## config.mk

```make
export PLATFORM = sky130hd
export DESIGN_NAME = md5_key_feeder
export DESIGN_NICKNAME = d
export VERILOG_FILES = /design/src/rtl/md5_key_feeder.sv
export SDC_FILE = /design/constraint.sdc
export NUM_CORES = 1
export LEC_CHECK = 0
export CAP_MARGIN = 30
export CORE_MARGIN = 5
export CORE_UTILIZATION = 45
export CTS_CLUSTER_DIAMETER = 150
export DETAILED_ROUTE_END_ITERATION = 10
export HOLD_SLACK_MARGIN = 0.12
export PLACE_DENSITY_LB_ADDON = 0.05
export SETUP_SLACK_MARGIN = 0.2
export SLEW_MARGIN = 5
export SYNTH_ARGS = -nofsm -noshare
export SYNTH_HDL_FRONTEND = slang
export SYNTH_SLANG_ARGS = --single-unit
```

## constraint.sdc

```tcl
create_clock -name clk -period 13.6 [get_ports clk]
set_clock_uncertainty 0.15 [all_clocks]
set_input_delay 2.72 -clock clk [delete_from_list [all_inputs] [get_ports clk]]
set_output_delay 2.72 -clock clk [all_outputs]
set_load 0.02 [all_outputs]
```

## src/rtl/md5_key_feeder.sv

```systemverilog
// Brute-force key feeder for one md5_top core: writes the padded block, walks the charset odometer,
// and matches the delayed C/D digest words against a target to report the first hit index.
module md5_key_feeder #(
    parameter int unsigned PIPE_LAT = 64,  // must be >= 2
    parameter int unsigned MAX_LEN  = 8,
    parameter logic [7:0]  CH_MIN   = 8'h61,
    parameter logic [7:0]  CH_MAX   = 8'h7a,
    parameter int unsigned IDX_W    = 48
) (
    input  logic             clk,
    input  logic             reset,
    input  logic             start,
    input  logic [3:0]       len_in,
    input  logic [31:0]      target_c,
    input  logic [31:0]      target_d,
    output logic [5:0]       offset_out,
    output logic [7:0]       msbyte_out,
    input  logic [31:0]      c_in,
    input  logic [31:0]      d_in,
    output logic             busy,
    output logic             done,
    output logic             hit,
    output logic [IDX_W-1:0] hit_index
);

    localparam int unsigned POS_W = $clog2(MAX_LEN + 1);
    localparam int unsigned DR_W  = $clog2(PIPE_LAT + 1);

    typedef enum logic [2:0] {
        StIdle,
        StInit,
        StRun,
        StCarry,
        StDrain,
        StDone
    } state_t;

    state_t             r_state;
    logic [3:0]         r_len;
    logic [7:0]         r_key [MAX_LEN];
    logic [POS_W-1:0]   r_pos;
    logic [5:0]         r_init_cnt;
    logic [DR_W-1:0]    r_drain_cnt;
    logic [5:0]         r_offset;
    logic [7:0]         r_byte;
    logic               r_tag;
    logic [PIPE_LAT-1:0] r_dly;
    logic [IDX_W-1:0]   r_out_count;
    logic               r_busy;
    logic               r_done;
    logic               r_hit;
    logic [IDX_W-1:0]   r_hit_index;

    logic               w_len_ok;
    logic               w_start_ok;
    logic               w_start_bad;
    logic [7:0]         w_key_pos;
    logic [7:0]         w_key_pos_next;
    logic [7:0]         w_key0_next;
    logic               w_key0_wrap;
    logic               w_key_pos_wrap;
    logic               w_pos_end;
    logic [15:0]        w_len_bits;
    logic [7:0]         w_init_byte;
    logic               w_tag_dly;
    logic               w_cd_eq;
    logic               w_match_active;

    assign w_len_ok    = (len_in != 4'd0) && (32'(len_in) <= MAX_LEN);
    assign w_start_ok  = (r_state == StIdle) && start && w_len_ok;
    assign w_start_bad = (r_state == StIdle) && start && !w_len_ok;

    always_comb begin
        w_key_pos = CH_MIN;
        for (int i = 0; i < MAX_LEN; i++) begin
            if (r_pos == POS_W'(i)) begin
                w_key_pos = r_key[i];
            end
        end
    end

    assign w_key0_wrap    = (r_key[0] >= CH_MAX);
    assign w_key0_next    = w_key0_wrap ? CH_MIN : r_key[0] + 8'd1;
    assign w_key_pos_wrap = (w_key_pos >= CH_MAX);
    assign w_key_pos_next = w_key_pos_wrap ? CH_MIN : w_key_pos + 8'd1;
    assign w_pos_end      = (32'(r_pos) == 32'(r_len));

    // Padded single-block layout: key, 0x80 terminator, zeros, 64-bit little-endian bit length.
    assign w_len_bits = {9'd0, r_len, 3'd0};

    always_comb begin
        w_init_byte = 8'h00;
        if (r_init_cnt < {2'b00, r_len}) begin
            w_init_byte = CH_MIN;
        end else if (r_init_cnt == {2'b00, r_len}) begin
            w_init_byte = 8'h80;
        end else if (r_init_cnt == 6'd56) begin
            w_init_byte = w_len_bits[7:0];
        end else if (r_init_cnt == 6'd57) begin
            w_init_byte = w_len_bits[15:8];
        end
    end

    always_ff @(posedge clk or posedge reset) begin
        if (reset) begin
            r_state     <= StIdle;
            r_len       <= 4'd0;
            r_pos       <= '0;
            r_init_cnt  <= 6'd0;
            r_drain_cnt <= '0;
            r_offset    <= 6'd0;
            r_byte      <= 8'h00;
            r_tag       <= 1'b0;
            r_busy      <= 1'b0;
            r_done      <= 1'b0;
            for (int i = 0; i < MAX_LEN; i++) begin
                r_key[i] <= 8'h00;
            end
        end else begin
            r_tag <= 1'b0;
            unique case (r_state)
                StIdle: begin
                    if (w_start_ok) begin
                        r_len      <= len_in;
                        r_busy     <= 1'b1;
                        r_done     <= 1'b0;
                        r_init_cnt <= 6'd0;
                        for (int i = 0; i < MAX_LEN; i++) begin
                            r_key[i] <= CH_MIN;
                        end
                        r_state <= StInit;
                    end else if (w_start_bad) begin
                        r_done  <= 1'b1;
                        r_state <= StDone;
                    end
                end
                StInit: begin
                    r_offset   <= r_init_cnt;
                    r_byte     <= w_init_byte;
                    r_init_cnt <= r_init_cnt + 6'd1;
                    if (r_init_cnt == 6'd63) begin
                        r_tag   <= 1'b1;
                        r_state <= StRun;
                    end
                end
                StRun: begin
                    r_offset <= 6'd0;
                    r_byte   <= w_key0_next;
                    r_key[0] <= w_key0_next;
                    if (!w_key0_wrap) begin
                        r_tag <= 1'b1;
                    end else begin
                        r_pos   <= POS_W'(1);
                        r_state <= StCarry;
                    end
                end
                StCarry: begin
                    if (w_pos_end) begin
                        // The exhaust cycle issues nothing and counts as the first drain cycle.
                        r_drain_cnt <= DR_W'(1);
                        r_state     <= StDrain;
                    end else begin
                        r_offset <= 6'(r_pos);
                        r_byte   <= w_key_pos_next;
                        for (int i = 0; i < MAX_LEN; i++) begin
                            if (r_pos == POS_W'(i)) begin
                                r_key[i] <= w_key_pos_next;
                            end
                        end
                        if (!w_key_pos_wrap) begin
                            r_tag   <= 1'b1;
                            r_state <= StRun;
                        end else begin
                            r_pos <= r_pos + POS_W'(1);
                        end
                    end
                end
                StDrain: begin
                    r_drain_cnt <= r_drain_cnt + DR_W'(1);
                    if (r_drain_cnt >= DR_W'(PIPE_LAT - 1)) begin
                        r_busy  <= 1'b0;
                        r_done  <= 1'b1;
                        r_state <= StDone;
                    end
                end
                StDone: begin
                    r_state <= StIdle;
                end
                default: begin
                    r_state <= StIdle;
                end
            endcase
        end
    end

    assign w_tag_dly      = r_dly[PIPE_LAT-1];
    assign w_cd_eq        = (c_in == target_c) && (d_in == target_d);
    assign w_match_active = (r_state == StInit) || (r_state == StRun) ||
                            (r_state == StCarry) || (r_state == StDrain);

    always_ff @(posedge clk or posedge reset) begin
        if (reset) begin
            r_dly       <= '0;
            r_out_count <= '0;
            r_hit       <= 1'b0;
            r_hit_index <= '0;
        end else begin
            r_dly <= {r_dly[PIPE_LAT-2:0], r_tag};
            if (w_start_ok) begin
                r_out_count <= '0;
                r_hit       <= 1'b0;
                r_hit_index <= '0;
            end else if (w_start_bad) begin
                r_hit       <= 1'b0;
                r_hit_index <= '0;
            end else if (w_match_active && w_tag_dly) begin
                r_out_count <= r_out_count + IDX_W'(1);
                if (w_cd_eq && !r_hit) begin
                    r_hit       <= 1'b1;
                    r_hit_index <= r_out_count;
                end
            end
        end
    end

    assign offset_out = r_offset;
    assign msbyte_out = r_byte;
    assign busy       = r_busy;
    assign done       = r_done;
    assign hit        = r_hit;
    assign hit_index  = r_hit_index;

endmodule

```

# Yosys cells after proc, flatten, opt, wreduce, memory -nomap -nowiden
# Cells that the tools add are included.
# W data, S select, Z words.
classes:
  add_sub_neg: 6
  order_cmp: 5
  eq_ne: 35
  mux: 68
  n_reduce_logical: 43
ops:
  columns: ["cell", "n"]
  rows:
  - ["$mux W48", 7]
  - ["$mux W8", 21]
  - ["$mux W64", 2]
  - ["$pmux W56 S2", 1]
  - ["$eq A32 B32 Y1", 2]
  - ["$add A48 B1 Y48 const B", 1]
  - ["$pmux W8 S3", 2]
  - ["$reduce_and A4 Y1", 9]
  - ["$ne A2 B2 Y1 const B", 16]
  - ["$mux W3", 7]
  - ["$pmux W6 S3", 1]
  - ["$add A8 B1 Y8 const B", 2]
  - ["$eq A4 B3 Y1 const B", 4]
  - ["$ge A8 B7 Y1 const B", 2]
  - ["$pmux W3 S5", 1]
  - ["$mux W7", 2]
  - ["$pmux W7 S2", 1]
  - ["$mux W1", 13]
  - ["$eq A6 B6 Y1 const B", 2]
  - ["$mux W4", 3]
  - ["$mux W6", 2]
  - ["$pmux W6 S2", 1]
  - ["$reduce_and A2 Y1", 6]
  - ["$reduce_bool A2 Y1", 6]
  - ["26 further kinds", 43]
word_totals:
  reg_bits: 266
  input_bits: 135
  wordCells: 179

# Logic depth before layout (Yosys ltp)
depth:
  word_depth: 14
  ltp_mapped: 17
  mapped_depth_nobuf: 13

# Worst setup path after synthesis
# No wires, ideal clock.
synth_timing:
  path_type: "input to register"
  startpoint: "in len_in[0]"
  endpoint: "reg r_key[10] (netlist bit)"
  setup_time_ns: 0.125
  arrival_ns: 4.434
  required_ns: 13.325
  slack_ns: 8.892
  path_stages: 7
  path_buffers: 1
  path_cell_list: "nor3_1 xnor2_1 nor2_1 o21ai_1 buf_2 nor2_2 mux2_2"
synth_between:
  elab_chain_cells: 5
  elab_cells_between_ends: 6
  classes_between: "order compare: 1; eq/ne: 1; reduce/logical: 4"
synth_rtl:
  columns: ["element", "line", "text"]
  rows:
  - ["start: declaration", "13", "input logic [3:0] len_in,"]
  - ["$le A4 B4 Y1 / $reduce_bool A4 Y1 (equally long branches)", "69", "assign w_len_ok = (len_in != 4'd0) && (32'(len_in) <= MAX_LEN);"]
  - ["$logic_and A1 B1 Y1 *", "69", null]
  - ["$logic_and A1 B1 Y1 *", "70", "assign w_start_ok = (r_state == StIdle) && start && w_len_ok;"]
  - ["$ne A2 B2 Y1 (no source line) *", null, null]
  - ["$reduce_and A4 Y1 (no source line) *", null, null]
  - ["end signal: indexed assignment", "167", "r_key[i] <= w_key_pos_next;"]
  - ["end: declaration", "40", "logic [7:0] r_key [MAX_LEN];"]
# Mark *: on every way between the ends. The rest lies on a longest branch, timed or not.
# A chain may end at the register's enable or synchronous reset.

# Worst setup path after layout
layout_timing:
  startpoint: "in start"
  endpoint: "reg r_key[6] (netlist bit)"
layout_between:
  elab_chain_cells: 4
layout_rtl:
  columns: ["element", "line", "text"]
  rows:
  - ["start: declaration", "12", "input logic start,"]
  - ["$logic_and A1 B1 Y1 (2 in a row)", "70", null]
  - ["$ne A2 B2 Y1 (no source line)", null, null]
  - ["$reduce_and A4 Y1 (no source line)", null, null]
# No other way between the ends.

==> qor.yml <==
grt_max_degree: 144
track_usage: 0.2090
die_w_um: 177.5
switching_share: 0.3232
wl_mm: 33.31
cts_tree: "yes"
place_hpwl_mm: 23.61
period_minus_slack_ns: 5.751
critPathRequiredTime_ns: 13.89
powerDensity_nw_per_um2: 157.7
row_count: 61
wl_per_cell_um: 18.35
yosysSeqAreaShare: 0.5275
comb_power_share: 0.250
dr.pass1.iters: 5
maxCapViolations: 0
grt_pass1_vias: 9542
grt-ovfl-total: 0
p_sw_uw: 816.9
power_leakage_uw: 0.006860
hold_path_class: "reg -> reg"
antennaDiodeCount: 0
start_util: 0.4554
criticalPathCategory: "in -> reg"
routabilityCongestion: 0.9021
max_freq_mhz: 173.9
clock_latency_ns: 0.56
pwr-share-seq: 0.428
crit_arrival_ns: 6.04
synthesis.area_um2: 12620
avgSynthCellArea_um2: 10.34
cts.htree.levels: 1
hold_viol_final: 0
slew_headroom: 0.3754
final_net_count: 1566
ys_async_sr_fraction: 1.000
clk_pin_slew_ns: 0.06
worst_pin_slew_ns: 0.9369
synth_cell_type_count: 81
slew_violations: 0
cts_root_buffer: "clkbuf_16"
grt_pass1_wl_mm: 53.07
first_iter_violations: 611
die_h_um: 177.5
finalInstanceArea_um2: 16030
setup_viol: 0
internal_power_uw: 1711
n_fill_cell: 2483
io_buffers: 199
synth_cells: 1220
status: "completed"
finalCritPeriodShare: 0.4229
startpoint_type: "input pin"
finalSetupTns_ns: 0
synth_nets: 1371
dieArea_um2: 31490
clkPwrFrac: 0.323
ctsLongestPathBuffers: 3
cts-hold-fix-buffers: 0
synth-main-ff-cell: "dfrtp_1"
irDropWorstVdd_uv: 109.6
io_pins: 200
antenna_found_initial: 0
layout-drive-gt1-share: 0.08142
cts_setup_buffers: 0
endpoint_kind: "flip-flop"
hold_ws_ns: 0.1903
drc_errors: 0
ys_ff_latch: 266
placed_area_um2: 14980
rsz0062_at_grt: "no"
ant_nets: 0
cts_made_buffers: 29
cp_max_fo: 62
syn_to_final_growth_pct: 27.01
design.core.area_um2: 27710
synth-edff-count: 0
ys_warn_count: 0
cts-resized-gates: 0
clkSinkCount: 266
num_vias: 9543
vias_per_cell: 5.258
layout make-up:
class | instances | area (um2) | area share
clock buffer | 39 | 803.3 | 0.05012
clock inverter | 14 | 192.7 | 0.01202
inverter | 94 | 360.3 | 0.02248
multi-input combinational | 815 | 5414 | 0.3378
sequential | 266 | 6656 | 0.4153
tap | 378 | 473.0 | 0.02951
timing repair buffer | 209 | 2127 | 0.1327
synthesized netlist by cell type (6+ instances only):
master | count | share of area
mux2i_1 | 52 | 0.041
nand3b_1 | 6 | 0.0036
nand2_1 | 118 | 0.035
buf_2 | 14 | 0.0056
and4_1 | 7 | 0.0049
and3_1 | 9 | 0.0045
xor2_1 | 79 | 0.055
nor4_1 | 11 | 0.0055
ha_1 | 16 | 0.016
nor3_1 | 9 | 0.0036
nor2_1 | 109 | 0.032
o21ai_0 | 53 | 0.021
o22ai_1 | 11 | 0.0055
o22a_1 | 8 | 0.0056
xnor2_1 | 23 | 0.016
o31ai_1 | 14 | 0.0083
or3_1 | 10 | 0.0050
a21oi_1 | 58 | 0.023
nand2b_1 | 8 | 0.0040
a21o_1 | 6 | 0.0036
nand3_1 | 24 | 0.0095
clkbuf_1 | 24 | 0.0071
nor2b_1 | 20 | 0.0099
mux2_2 | 30 | 0.027
a31oi_1 | 10 | 0.0050
nand4_1 | 18 | 0.0089
inv_1 | 93 | 0.028
a221oi_1 | 7 | 0.0049
and2_1 | 8 | 0.0040
dfrtp_1 | 266 | 0.53
cell families after synthesis:
| logic type | share of synthesized area |
|---|---|
| compound gates | 0.1225 |
| xor+xnor | 0.07080 |
| fa+ha+maj | 0.01586 |
| buf+inv | 0.04482 |
| flops | 0.5275 |
| mux | 0.06802 |
| simple gates | 0.1505 |
power by group through the flow:
stage	clock, uW	combinational (uW)	sequential (uW)
3_3_place_gp	0	611	1090
6_report	816	631	1080
4_1_cts	839	632	1080
2_1_floorplan	0	428	1050
5_1_grt	875	699	1100
3_5_place_dp	0	628	1090
metrics by stage:
step	total power [uW]	std cells	utilization	worst slack [ns]
CTS	2553	1813	0.5765	7.862
finish	2528	1815	0.5785	7.849
global route	2676	1815	0.5785	7.605
global placement	1704	1758	0.5393	6.806
detailed placement	1719	1760	0.5405	7.256
floorplan	1482	1220	-	3.405
state kept, by name, summed over array words and instances (netlist names):
name / count
r_out_count: 48
hit: 1
r_state: 3
r_key: 64
busy: 1
msbyte_out: 8
r_pos: 4
r_drain_cnt: 7
r_len: 4
hit_index: 48
r_init_cnt: 6
r_tag: 1
done: 1
r_dly: 64
offset_out: 6
cell usage in the layout (no fill, tap or decap), drive strengths merged, types with 13 or more instances in the layout:
master	count
mux2	30
o31ai	14
o21ai	56
clkdlybuf4s50	199
nor3	13
clkbuf	39
nor2	113
dfrtp	266
nand2	118
xnor2	23
nor2b	20
inv	96
nand4	18
ha	16
a21oi	58
nand3	25
nor4	13
xor2	79
mux2i	52
worst max-delay path, cell delays in order:
cell             delay [ns]
clkdlybuf4s50_1        0.45
nor2b_1                0.25
nand2_2                0.45
nor2_4                 0.22
buf_4                  0.57
o21ai_1                0.21
buf_4                  0.23
nor2_1                 0.53
mux2_2                 0.40
final timing paths:
check                      cells after the start                        end  slack (ns)            startpoint
hold reg to reg                                0         r_dly[5]$_DFF_PP0_        0.19    r_dly[4]$_DFF_PP0_
setup / recovery                               9       r_key[6]$_DFFE_PP0P_        7.85                 start
max in group asynchronous                      4      r_key[40]$_DFFE_PP0P_        9.48                 reset
min in group asynchronous                      2  r_init_cnt[0]$_DFFE_PP0P_        2.34                 reset
setup reg to reg                              13      r_key[45]$_DFFE_PP0P_        8.87  r_pos[1]$_DFFE_PP0P_
hold / removal                                 0         r_dly[5]$_DFF_PP0_        0.19    r_dly[4]$_DFF_PP0_
layer usage:
metal | vias to the layer above | wire length [um] | GRT usage
li1 | 4607 | - | -
met1 | 4620 | 15170 | 0.2903
met4 | 0 | 830 | 0.05446
met2 | 251 | 15450 | 0.3407
met3 | 65 | 1867 | 0.03813
met5 | - | 0 | 0
(Power assumes the default switching activity.)
